$ cat config.mk
export PLATFORM = sky130hd
export DESIGN_NAME = counter_restart_ctrl
export DESIGN_NICKNAME = d
export VERILOG_FILES = /design/src/rtl/counter_pkg.sv /design/src/rtl/btn_debounce.sv /design/src/rtl/counter_restart_ctrl.sv
export SDC_FILE = /design/constraint.sdc
export NUM_CORES = 1
export LEC_CHECK = 0
export BUFFER_PORTS_ARGS = -buffer_cell sky130_fd_sc_hd__buf_2
export CORE_MARGIN = 4
export CORE_UTILIZATION = 40
export DETAILED_ROUTE_END_ITERATION = 16
export SKIP_LAST_GASP = 1
export SLEW_MARGIN = 40
export SYNTH_ARGS = -nofsm -noshare
export SYNTH_HDL_FRONTEND = slang
export SYNTH_HIERARCHICAL = 1
export SYNTH_SLANG_ARGS = --single-unit
$ cat constraint.sdc
create_clock -name clk -period 3.7 [get_ports clk]
set_input_delay 0.74 -clock clk [delete_from_list [all_inputs] [get_ports clk]]
set_output_delay 0.74 -clock clk [all_outputs]
set_load 0.01 [all_outputs]
$ cat src/rtl/counter_pkg.sv
// Shared definitions for the one-shot 3-bit counter and its restart controller.
// Pure declarations; no logic, no latency, no flow control.
package counter_pkg;

  // Counter state encoding: counts S0..S7 once and parks in S7.
  typedef enum logic [2:0] {
    S0 = 3'b000,
    S1 = 3'b001,
    S2 = 3'b010,
    S3 = 3'b011,
    S4 = 3'b100,
    S5 = 3'b101,
    S6 = 3'b110,
    S7 = 3'b111
  } cnt_state_e;

  localparam int PARK_LATENCY = 3;  // cycles from S4 to S7
  localparam int PROBE_WINDOW = 8;  // silent cycles that prove the counter sits in S7

  typedef enum logic [2:0] {
    ST_PROBE,
    ST_RUN,
    ST_DRAIN,
    ST_PARKED,
    ST_CLEAR
  } ctrl_state_e;

endpackage

$ cat src/rtl/btn_debounce.sv
// Two-flop synchronizer, debounce counter and registered rising-edge pulse.
// btn edge to press pulse is 2 + DEBOUNCE_CYCLES cycles; no backpressure.
module btn_debounce
  import counter_pkg::*;
#(
  parameter int DEBOUNCE_CYCLES = 4
) (
  input  logic clk,
  input  logic clear_n,
  input  logic btn,
  output logic press
);

  localparam logic [7:0] CNT_LAST = 8'(DEBOUNCE_CYCLES - 1);

  logic       sync1;
  logic       sync2;
  logic       level;
  logic [7:0] cnt;

  always_ff @(posedge clk) begin
    if (!clear_n) begin
      sync1 <= 1'b0;
      sync2 <= 1'b0;
      level <= 1'b0;
      cnt   <= 8'd0;
      press <= 1'b0;
    end else begin
      sync1 <= btn;
      sync2 <= sync1;
      press <= 1'b0;
      if (sync2 == level) begin
        cnt <= 8'd0;
      end else if (cnt == CNT_LAST) begin
        // The DEBOUNCE_CYCLES-th consecutive disagreeing sample flips the level.
        level <= sync2;
        cnt   <= 8'd0;
        press <= sync2;
      end else begin
        cnt <= cnt + 8'd1;
      end
    end
  end

endmodule

$ cat src/rtl/counter_restart_ctrl.sv
// Restart controller: tracks when the one-shot counter parks in S7 and issues one clear per press.
// Press to pending is 2 + DEBOUNCE_CYCLES + 1 cycles; a press waits until the counter is parked.
module counter_restart_ctrl
  import counter_pkg::*;
#(
  parameter int DEBOUNCE_CYCLES = 4,
  parameter int CNT_W           = 8
) (
  input  logic             clk,
  input  logic             clear_n,
  input  logic             btn,
  input  logic             cnt_out,
  output logic             clear,
  output logic             parked,
  output logic             pending,
  output logic [CNT_W-1:0] restarts
);

  localparam logic [2:0]       PROBE_LAST = 3'(PROBE_WINDOW - 1);
  // The cnt_out cycle itself is the first of the PARK_LATENCY cycles.
  localparam logic [1:0]       DRAIN_LAST = 2'(PARK_LATENCY - 2);
  localparam logic [CNT_W-1:0] CNT_ONE    = {{(CNT_W-1){1'b0}}, 1'b1};

  ctrl_state_e state;
  ctrl_state_e state_nxt;
  logic [2:0]  probe_cnt;
  logic [1:0]  drain_cnt;
  logic        press;

  btn_debounce #(
    .DEBOUNCE_CYCLES(DEBOUNCE_CYCLES)
  ) u_debounce (
    .clk    (clk),
    .clear_n(clear_n),
    .btn    (btn),
    .press  (press)
  );

  always_comb begin
    state_nxt = state;
    case (state)
      ST_PROBE: begin
        if (cnt_out) begin
          state_nxt = ST_DRAIN;
        end else if (probe_cnt == PROBE_LAST) begin
          state_nxt = ST_PARKED;
        end
      end
      ST_RUN: begin
        if (cnt_out) begin
          state_nxt = ST_DRAIN;
        end
      end
      ST_DRAIN: begin
        if (drain_cnt == DRAIN_LAST) begin
          state_nxt = ST_PARKED;
        end
      end
      // cnt_out while parked or clearing is a protocol error and is ignored.
      ST_PARKED: begin
        if (pending) begin
          state_nxt = ST_CLEAR;
        end
      end
      ST_CLEAR: state_nxt = ST_RUN;
      default:  state_nxt = ST_PROBE;
    endcase
  end

  always_ff @(posedge clk) begin
    if (!clear_n) begin
      state     <= ST_PROBE;
      probe_cnt <= 3'd0;
      drain_cnt <= 2'd0;
      clear     <= 1'b0;
      parked    <= 1'b0;
      pending   <= 1'b0;
      restarts  <= '0;
    end else begin
      state     <= state_nxt;
      probe_cnt <= (state == ST_PROBE) ? probe_cnt + 3'd1 : 3'd0;
      drain_cnt <= (state == ST_DRAIN) ? drain_cnt + 2'd1 : 2'd0;
      clear     <= (state_nxt == ST_CLEAR);
      parked    <= (state_nxt == ST_PARKED);
      // A press landing on the clearing edge re-arms pending.
      if (press) begin
        pending <= 1'b1;
      end else if (state_nxt == ST_CLEAR) begin
        pending <= 1'b0;
      end
      if (state_nxt == ST_CLEAR && restarts != '1) begin
        restarts <= restarts + CNT_ONE;
      end
    end
  end

endmodule

==> results, run 1 <==
- The initial core utilization is 0.418.
- The share of total power dissipated in the clock network is 0.337.
- The number of sinks on the clock net is 31.
- The cell taking the most area after synthesis is sky130_fd_sc_hd__dfxtp_1.
- The sum of internal, switching and leakage power is 542 uW.
- The critical path goes through ha_1, or4b_4, o211ai_1, nor2_1.
- The total of endpoints with negative setup slack in the final report is 0.
- The class of the tightest hold or removal check is flip-flop to flip-flop.
- The via count of the first global-routing pass is 952.
- TritonCTS built the clock tree.
- Cell internal power was estimated by the tool at 420 uW.
- The flow ran to the end, and the final reports show no timing, DRC or antenna violations.
- Across the run, the number of max-cap violations was 0.
- In the final design database the tool counted 164 nets.
- The congestion estimate from routability-driven global placement came to 0.768.
- For the final routed database, the setup TNS stands at 0 ps.
- The count of final max-slew check failures came to 0.
- Measured against its own limit, the worst slew margin works out to 0.623.
- The start point of the worst hold path is drain_cnt[0].
- Summed over all cells, the static leakage comes to 0.000584 uW.
- The placeable core region is 3050 sq um.
- The synthesized netlist contains 32 unique library cells.
- CTS placed an instance of sky130_fd_sc_hd__clkbuf_4 at the clock tree root.
- The critical path capture point type is a flip-flop.
- Final hold analysis gives a worst-case slack of 422 ps.
- The detailed placer's ending HPWL is 1550 um.
- The insertion delay of the later-clocked pin in the worst-skew pair is 330 ps.
- The source of the worst register-to-register timing path is u_debounce/cnt[0].
- Yosys printed 6 warnings.
- The post-layout worst setup margin is 1880 ps.
- For hold timing, the worst endpoint is drain_cnt[0].
- For this run the aggregate overflow at the end of global routing stands at 0.
- The count of cells resized by post-cts repair is 0.
- For this run, the detailed router's first-pass iteration total came to 2.
- The most instantiated library cell after synthesis is sky130_fd_sc_hd__dfxtp_1.
- For the worst setup path, the data arrival time is 2010 ps.
- The count of antenna-violating nets left after detailed routing is 0.
- Yosys mapped a number of flops with a built-in enable equal to 0.
- The first global-routing pass estimated 4080 um of wire.
- Of the total power, registers draw 0.633.
- At the pin with the least slew margin, the transition time is 563 ps.
- The mean cell area of the mapped netlist is 9.32 sq um.
- The critical path launch point type is a flip-flop.
- The portion of total power attributed to combinational logic is 0.030.
- The endpoint of the most critical register-to-register path is u_debounce/cnt[2].
- The clock tree buffer depth is 2.
- Of all nets on the critical path, the largest fanout is 7.
- By area the synthesized netlist is led by sky130_fd_sc_hd__dfxtp_1 (49%), sky130_fd_sc_hd__nor2_1 (5.3%), sky130_fd_sc_hd__ha_1 (4.9%).
- The die width is 64.5 um.
- Clock skew on the completed layout was measured at 5.17 ps.
- The final layout contains routed wiring with a total length of 2220 um.
- In the finished design, the share of the clock period the worst path needs comes to 0.491.
- Of the post-synthesis cell area, the dominant cell type holds 0.486.
- Setup repair after global routing left no endpoint under its margin.
- The switching power is 123 uW.
- In the global route stage, met3 resource usage came out at 0.0589.
- The type of the setup path with the least slack is flip-flop to flip-flop.
- The routed layout has 1000 vias.
- In this run the core area contains 20 standard-cell rows.
- The post-synthesis net count is 146.
- Buffers inserted during clock tree synthesis total 5.
- For this run, asynchronously set or reset flops after synthesis account for 0.
- The share of layout cells above drive strength 1 is 0.154.
- Counting I/O delays and the setup requirement, the final critical path takes 1820 ps.
- The worst-case IR drop observed on VDD is 0.198 mV.
- The number of hold buffers added after CTS is 0.
- The worst setup timing slack at the placement stage is 1890 ps.
- The synthesized instance count is 137.
- The cell with the biggest individual delay on the critical path is sky130_fd_sc_hd__o211ai_1.
- The largest net degree at the start of global routing is 14.
- Counting instances, the worst hold path has a depth of 1.
- The met2 demand-to-capacity share in global routing is 0.197.
- The filler cells instantiated in the layout total 322.
- For this run, design rule violations remaining after detail routing come to 0.
- The number of buffers added on ports is 14.
- The setup check on the worst reg-to-reg path leaves a slack of 1880 ps.
- In the final routed layout, each cell accounts on average for 11.1 um.
- Ranked by instance count, the synthesized netlist is headed by sky130_fd_sc_hd__dfxtp_1 (31), sky130_fd_sc_hd__nor2_1 (18), sky130_fd_sc_hd__inv_1 (7), sky130_fd_sc_hd__nand3_1 (7), sky130_fd_sc_hd__o21ai_0 (7).
- The die area is 4160 sq um.
- The most crowded layer after global routing is met2.
- The mapped cell area is 1280 sq um.
- The number of design-rule violations left by the first detailed-router iteration is 25.
- The most used flip-flop cell after synthesis is sky130_fd_sc_hd__dfxtp_1.
- The via-per-instance ratio is 5.00.
- The boundary pin count is 15.
- The global-route met1 utilization is 0.145.
- The count of H-tree levels built during CTS is 2.
- The initial antenna violation count is 0.
- The maximum clock frequency is 550 MHz.
- The height of the die is 64.5 um.
- Relative to the synthesized area, the layout overhead comes to 12.2%.
- After clock tree synthesis, the setup repair step added 0 buffers.
- Counting flops and latches in the post-synthesis netlist gives 31.
- The total count of hold-check failures in the final report is 0.
- Clock-pin slew was measured on the worst setup and hold paths at 90 ps.
- The number of cells on the worst reg-to-reg path is 4.
- Of the synthesized area, sequential elements account for 0.486.
- The areal power density over the cells is 378 nW/um^2.
- The total track usage is 0.129.
- The delay contributed by the slowest stage of the critical path is 500 ps.
- Of the total power, the share spent switching nets is 0.226.
- The antenna diode count is 0.
- STA puts the critical path data required time at 3890 ps.
-- stage by stage --
| stage | instances | area (sq um) | utilization |
|---|---|---|---|
| CTS | 200 | 1430 | 0.470 |
| floorplan | 137 | 1280 | - |
| finish | 200 | 1430 | 0.470 |
| detailed placement | 192 | 1380 | 0.453 |
| global route | 200 | 1430 | 0.470 |
| global placement | 192 | 1380 | 0.453 |
-- routing by layer --
layer | part of all wire | vias up | routed length [um]
li1 | - | 513 | -
met1 | 0.47 | 466 | 1050
met2 | 0.45 | 14 | 996
met3 | 0.041 | 7 | 91
met4 | 0.035 | 0 | 77
met5 | 0 | - | 0
-- final cells by class --
type / count / area [sq um] / share of cell area
tap: 44 / 55.1 / 0.0384
inverter: 7 / 26.3 / 0.0183
clock inverter: 1 / 5.00 / 0.00349
clock buffer: 7 / 45.0 / 0.0314
sequential: 31 / 621 / 0.433
multi-input combinational: 96 / 612 / 0.427
timing repair buffer: 14 / 70.1 / 0.0489
-- worst max-delay path: cells and delay by family (launching register included) --
kind | cells | cell delay, ps
flip-flops | 1 | 360
adder cells (fa/ha/maj) | 1 | 200
AO/OA/AOI/OAI | 1 | 500
AND/OR/NAND/NOR | 2 | 620
-- placed cells by master, fill, tap and decap left out, drive strengths merged, types with 2 or more instances in the layout --
cell     n
clkbuf   7
a21boi   2
and2     5
o21ai    8
nor4     2
nand2b   3
o211ai   2
dfxtp   31
nor2    18
nand2    5
or4      2
o31ai    3
buf     14
xor2     5
ha       5
a21oi    6
nor3     5
nand4    2
or3      6
nand3    7
and3     2
inv      7
xnor2    2
-- power by group through the flow --
stage          combinational, uW  clock [uW]  sequential (uW)
3_5_place_dp                16.7           0              351
4_1_cts                     16.9         196              343
6_report                    16.3         183              343
3_3_place_gp                15.7           0              351
2_1_floorplan               14.3           0              349
5_1_grt                     19.5         215              345
-- cell families (layout without fill, tap and decap cells) --
| kind of cell | after synthesis | count (layout) | share of synthesized area |
|---|---|---|---|
| simple gates | 60 | 60 | 0.257 |
| flops | 31 | 31 | 0.486 |
| compound gates | 23 | 23 | 0.118 |
| buf+inv | 10 | 29 | 0.0353 |
| xor+xnor | 7 | 7 | 0.0480 |
| fa+ha+maj | 5 | 5 | 0.0490 |
| mux | 1 | 1 | 0.00784 |
-- sequential cells by signal, indices dropped and copies added, names as in the netlist --
signal and flops:
restarts 8, drain_cnt 2, u_debounce/sync1 1, u_debounce/press 1, state 3, parked 1, u_debounce/sync2 1, u_debounce/cnt 8
pending 1, u_debounce/level 1, clear 1, probe_cnt 3
-- worst max-delay path by stage --
stage | startpoint | endpoint | slack [ps] | cells past startpoint
2_1_floorplan | u_debounce/cnt[0] | u_debounce/cnt[2] | 2120 | 4
6_report | u_debounce/cnt[0] | u_debounce/cnt[2] | 1880 | 4
3_5_place_dp | u_debounce/cnt[0] | u_debounce/cnt[2] | 1890 | 4
5_1_grt | u_debounce/cnt[0] | u_debounce/cnt[2] | 1730 | 4
4_1_cts | u_debounce/cnt[0] | u_debounce/cnt[2] | 1840 | 4
3_3_place_gp | u_debounce/cnt[0] | u_debounce/cnt[4] | 1990 | 4
Power figures use the tool's default switching activity.
==> run 2: changes to the inputs <==
clock period = 1.8 ns   (was 3.7 ns; I/O delays follow)
==> run 2 against run 1 <==
Power rose by 120%. Sequential share of layout area fell by 0.78 points. Clock power rose by 150%. Worst hold slack got worse by 190 ps. First-iteration DRC count rose by 76%. Highest routed layer unchanged. Clock skew fell by 1.9 ps. Register-to-register slack got worse by 1700 ps. Flip-flop and latch count did not move. Core utilization rose by 0.86 points. Die area did not move.
==> results, run 2 (synthesized netlist as in run 1, its figures left out) <==
- The cell with the biggest individual delay on the critical path is sky130_fd_sc_hd__or4b_4.
- The maximum clock frequency is 618 MHz.
- Walking the worst path, the cells encountered are ha_1, or4b_4, or3_1, a21boi_1.
- After detailed routing, the number of remaining DRC violations is 0.
- The delay contributed by the slowest stage of the critical path is 490 ps.
- The most critical setup path has its endpoint at u_debounce/level.
- Measured against its own limit, the worst slew margin works out to 0.738.
- The worst register-to-register path has a setup slack of 180 ps.
- Gates resized during post-CTS repair numbered 0.
- The worst setup path is captured at a flip-flop.
- The critical path launch point type is a flip-flop.
- Hold is met by 235 ps.
- Adding up every negative setup slack in the final design gives 0 ps.
- The slew at the pin with the worst max-slew slack is 393 ps.
- The part of the total power dissipated in the clock network is 0.378.
- Before antenna repair, the detailed router went through 4 iterations.
- The sum of internal, switching and leakage power is 1190 uW.
- The share of total power dissipated in combinational logic is 0.029.
- Dividing the final minimum period by the clock period gives 0.900.
- After legalization and detailed placement, the total HPWL measured 1660 um.
- For this design, the CTS-stage hold fixing added 0 buffers.
- The static leakage power is 0.000598 uW.
- For this run, the post-layout net count is 165.
- The count of final max-slew check failures is 0.
- The minimum period implied by the final worst setup slack is 1620 ps.
- The number of clock buffers inserted by TritonCTS is 5.
- Across all setup checks in the final design, the least slack found is 181 ps.
- The share of layout cells above drive strength 1 is 0.166.
- The initial antenna violation count came to 0.
- The area growth from synthesis to layout is 14.3%.
- CTS placed an instance of sky130_fd_sc_hd__clkbuf_4 at the clock tree root.
- For the worst setup path, the data required time is 2050 ps.
- The timing startpoint of the critical path is u_debounce/cnt[0].
- The number of violations of the max-capacitance limit is 0.
- The number of cells on the worst reg-to-reg path is 4.
- The H-tree was split into 2 levels.
- The highest ir drop seen on vdd is 0.352 mV.
- The overall via count from detail_route is 997.
- In this run the power density over the cells is 816 nW/um^2.
- The source of the worst register-to-register timing path is u_debounce/cnt[0].
- The switching part of the total power is 0.210.
- The height of the die is 64.5 um.
- Entering global routing, the biggest net connects 14 pins.
- The largest registers in the layout are restarts: 8 flops, u_debounce/cnt: 8 flops.
- The initial utilization of the core area, before any placement, comes to 0.418.
- The via count of the first global-routing pass was 943.
- The count of fill cells added during filler insertion is 319.
- Setup violations remaining at the end of the flow were counted as 0.
- The total count of hold-check failures in the final report is 0.
- The first global-routing pass estimated 4190 um of wire.
- In this run the remaining antenna-violating nets after routing total 0.
- The class of the tightest hold or removal check is primary input to flip-flop.
- The later pin in the worst-skew pair is clocked with a latency of 320 ps.
- The type of the setup path with the least slack is flip-flop to flip-flop.
- The clock transition at the registers of the reported paths is 90 ps.
- The die width is 64.5 um.
- The die area is 4160 sq um.
- The total overflow reported by the global router is 0.
- The aggregate routed wire length is 2310 um.
- The most frequent standard cell in the layout excluding fill and tap cells is sky130_fd_sc_hd__dfxtp_1.
- Data arrives at the worst endpoint at 1870 ps.
- Leaving out fill and tap cells, the most frequent cells in the layout are sky130_fd_sc_hd__dfxtp_1 (31), sky130_fd_sc_hd__nor2_1 (18), sky130_fd_sc_hd__buf_2 (14).
- Using the TritonRoute via totals, the vias-per-cell ratio works out to 4.96.
- In this run the post-CTS setup repair buffer count came out at 0.
- Setup repair after global routing left no endpoint under its margin.
- The number of design-rule violations left by the first detailed-router iteration is 44.
- The internal power is 941 uW.
- The flow ran to the end, and the final reports show no timing, DRC or antenna violations.
- The endpoint of the most critical register-to-register path is u_debounce/level.
- The weighted congestion at the end of routability-driven global placement is 0.759.
- The boundary pin count is 15.
- The clock passes through at most 2 buffers.
- The number of buffers added on ports is 14.
- The number of placement rows is 20.
- Summed over all nets, the switching power comes to 250 uW.
- The number of sinks on the clock net is 31.
- For this run, the total global-route usage over all layers was measured as 0.132.
- The power share of the sequential group is 0.593.
- In this run the worst path has a maximum fanout of 4.
- In the final routed layout, each cell accounts on average for 11.5 um.
- For the final database, setup skew stands at 3.25 ps.
- The worst setup timing slack at the placement stage is 193 ps.
- The CTS tree is yes.
- The region available for standard cell placement spans 3050 sq um.
- 0 antenna diodes ended up in the layout.
[run 2: worst max-delay path, delay by kind of cell, from the launching register on]
| kind | cells | cell delay (ps) |
|---|---|---|
| AO/OA/AOI/OAI | 1 | 140 |
| adder cells (fa/ha/maj) | 1 | 200 |
| flip-flops | 1 | 360 |
| AND/OR/NAND/NOR | 2 | 860 |
[run 2: how the worst min path moves through the flow]
stage / slack [ps] / cells after the start / endpoint / from
6_report: 230 / 2 / u_debounce/sync1 / btn
3_3_place_gp: 410 / 1 / drain_cnt[0] / drain_cnt[0]
2_1_floorplan: 400 / 1 / drain_cnt[0] / drain_cnt[0]
3_5_place_dp: 420 / 1 / drain_cnt[0] / drain_cnt[0]
5_1_grt: 240 / 2 / u_debounce/sync1 / btn
4_1_cts: 220 / 2 / u_debounce/sync1 / btn
[run 2: stage by stage]
step / utilization / cell area, sq um / cells
floorplan: - / 1280 / 137
finish: 0.478 / 1460 / 201
detailed placement: 0.456 / 1390 / 193
global placement: 0.456 / 1390 / 193
CTS: 0.478 / 1460 / 201
global route: 0.478 / 1460 / 201
[run 2: layer usage]
layer | GRT usage | wire (um)
met1 | 0.146 | 1080
met2 | 0.216 | 1100
met3 | 0.0468 | 90
met4 | 0.0792 | 53
met5 | 0 | 0
[run 2: power groups by stage]
stage	Sequential, uW	Clock (uW)	Combinational (uW)
2_1_floorplan	716	0	29.4
3_3_place_gp	721	0	33.2
3_5_place_dp	722	0	35.2
4_1_cts	706	471	35.6
5_1_grt	708	504	41.5
6_report	706	451	34.6
[run 2: cell type report]
cell class	instances	area (sq um)	area share
inverters	7	26.3	0.0180
multi-input cells	96	612	0.419
repair buffers	15	77.6	0.0531
well taps	44	55.1	0.0377
clock buffers	8	68.8	0.0471
flip-flops and latches	31	621	0.425
==> run 3: changes to the inputs <==
CELL_PAD_IN_SITES_DETAIL_PLACEMENT = 1   (was default)
CELL_PAD_IN_SITES_GLOBAL_PLACEMENT = 1   (was default)
PLACE_DENSITY_LB_ADDON = 0.1   (was default)
RECOVER_POWER = 25   (was default)
==> run 3 against run 2 <==
Combinational power grew 14%. Flip-flop and latch count is the same. Cell area shrank 0.43%. Clock power shrank 12%. Final cell count is the same. Critical path depth is the same. Power shrank 4.4%. First-iteration DRC count grew 41%. Global-route usage grew 0.50 points. Clock skew grew 5.4 ps. Clock-buffer cell count shrank 2. Sequential share of layout area grew 0.18 points. Highest routed layer unchanged.
==> results, run 3 (synthesized netlist as in run 1, its figures left out) <==
- The run finished with clean final reports.
- Measured against its own limit, the worst slew margin works out to 0.724.
- The via count of the first global-routing pass came to 1014.
- After filler insertion, the fill cell instance count of the layout stands at 378.
- STA classifies the critical path startpoint as a flip-flop.
- At the pin with the least slew margin, the transition time is 413 ps.
- Derived from the worst setup path, the maximum achievable clock frequency is 632 MHz.
- Setup violations remaining at the end of the flow were counted as 0.
- Leaving out fill and tap cells, the most frequent cell in the layout is sky130_fd_sc_hd__dfxtp_1.
- Port buffering added 14 buffers.
- Subtracting the final worst setup slack from the clock period gives 1580 ps.
- STA classifies the critical path endpoint as a flip-flop.
- The number of violations of the max-capacitance limit is 0.
- In the post-route analysis, the smallest setup slack over all paths is 217 ps.
- CTS built an H-tree with a depth of 2.
- The placeable core region is 3050 sq um.
- The worst-case IR drop observed on VDD is 0.450 mV.
- The largest net degree at the start of global routing is 14.
- The floorplan has 20 rows.
- In the routed design, unresolved DRC markers number 0.
- The area growth from synthesis to layout is 13.8%.
- The count of cells resized by post-cts repair is 0.
- The tree is rooted in a sky130_fd_sc_hd__clkbuf_4.
- The initial antenna violation count is 0.
- The weighted congestion at the end of routability-driven global placement is 0.675.
- The boundary pin count is 15.
- The ratio of final minimum period to clock period is 0.879.
- The path class of the tightest hold or removal check is primary input to flip-flop.
- After the last flow step, the layout net total stands at 166.
- The type of the setup path with the least slack is flip-flop to flip-flop.
- The source of the worst register-to-register timing path is u_debounce/cnt[0].
- The total count of hold-check failures in the final report was 0.
- The share of layout cells above drive strength 1 is 0.166.
- In the global route stage, overall resource usage came out at 0.137.
- For the worst setup path, the data arrival time is 1830 ps.
- The number of design-rule violations left by the first detailed-router iteration is 62.
- Setup repair after global routing left no endpoint under its margin.
- The timing startpoint of the critical path is u_debounce/cnt[0].
- The critical path required time is 2040 ps.
- Using the TritonRoute via totals, the vias-per-cell ratio works out to 5.05.
- Once detail routing completed, the nets flagged for antenna violations numbered 0.
- The die is 64.5 um wide.
- Clock latency on the worst-skew pair, taken at its later pin, is 310 ps.
- The count of final max-slew check failures was 0.
- The die covers 4160 sq um.
- Before antenna repair, the detailed router went through 4 iterations.
- The top cell types in the final layout, fill and taps aside, are sky130_fd_sc_hd__dfxtp_1 (31), sky130_fd_sc_hd__nor2_1 (18), sky130_fd_sc_hd__buf_2 (13).
- For this run the aggregate overflow at the end of global routing stands at 0.
- The areal power density over the cells is 783 nW/um^2.
- The initial core utilization is 0.418.
- The maximum fanout along the worst path is 4.
- After detailed placement, the design holds a cell count of 194.
- Post-CTS timing repair inserted 0 buffers for setup.
- The global-route wire length before repair is 4420 um.
- The worst setup timing slack at the placement stage is 219 ps.
- The clock tree buffer depth is 2.
- The antenna diode count is 0.
- The CTS tree is yes.
- In this run, post-CTS hold repair placed 0 buffers.
- Clock tree synthesis found a total of 31 sinks.
- The final sum of negative setup slack is 0 ps.
- The start point of the worst hold path is btn.
- The clock transition at the registers of the reported paths is 90 ps.
- After detailed routing, the average wire length per cell comes to 11.7 um.
- The height of the die is 64.5 um.
- The aggregate routed wire length is 2360 um.
- The detailed placer's ending HPWL is 1790 um.
- The number of clock buffers added by TritonCTS is 5.
- The largest registers in the layout are restarts: 8 flops, u_debounce/cnt: 8 flops.
- The worst clock skew is 8.60 ps.
- The count of cells in the finished layout, fillers not included, comes to 201.
- Summed over all cells, the static leakage comes to 0.000594 uW.
- The routed layout has 1015 vias.
==> run 3: changes by cell type in the layout (fill, tap and decap cells not counted) <==
cell	change
sky130_fd_sc_hd__and2_0	+2
sky130_fd_sc_hd__and2_1	-2
sky130_fd_sc_hd__buf_2	-1
sky130_fd_sc_hd__buf_4	+1
sky130_fd_sc_hd__clkbuf_8	-1
sky130_fd_sc_hd__clkinv_2	+1
==> run 3: final timing paths <==
path                       to  slack, ps  cells after the start
min reg2reg      drain_cnt[0]        420                      1
max reg2reg  u_debounce/level        220                      4
min          u_debounce/sync1        260                      2
max          u_debounce/level        220                      4
==> run 3: where the power goes <==
group	total, uW	switching [uW]	internal, uW	leakage, uW
clock	396	215	181	0.0000341
sequential	703	6.38	697	0.000251
combinational	39.3	23.1	16.2	0.000309
total	1140	244	894	0.000594
==> run 3: per-layer routing <==
metal,track usage,routed length [um],up-vias,part of all wire
li1,-,-,516,-
met1,0.160,1150,484,0.49
met2,0.227,1100,13,0.47
met3,0.0589,82,2,0.035
met4,0.0396,24,0,0.010
met5,0,0,-,0
==> run 3: per-stage QoR <==
| step | util | area, sq um | hold WS (ps) | total power [uW] |
|---|---|---|---|---|
| 6_report | 0.476 | 1450 | 260 | 1140 |
| 5_1_grt | 0.476 | 1450 | 229 | 1220 |
| 4_1_cts | 0.477 | 1460 | 238 | 1170 |
| 3_5_place_dp | 0.458 | 1400 | 415 | 760 |
| 3_3_place_gp | 0.458 | 1400 | 408 | 757 |
| 2_1_floorplan | - | 1280 | 397 | 746 |
==> run 3: cell type report <==
type / count / area [sq um] / share of cell area
clock buffers: 6 / 51.3 / 0.0353
clock inverters: 1 / 5.00 / 0.00344
inverters: 7 / 26.3 / 0.0181
multi-input cells: 96 / 612 / 0.421
flip-flops and latches: 31 / 621 / 0.427
well taps: 44 / 55.1 / 0.0379
repair buffers: 16 / 83.8 / 0.0577
==> run 3: critical path, stage by stage, from the launching register on <==
cell and delay, ps:
sky130_fd_sc_hd__dfxtp_1 360, sky130_fd_sc_hd__ha_1 210, sky130_fd_sc_hd__or4b_4 490, sky130_fd_sc_hd__or3_1 360, sky130_fd_sc_hd__a21boi_1 120
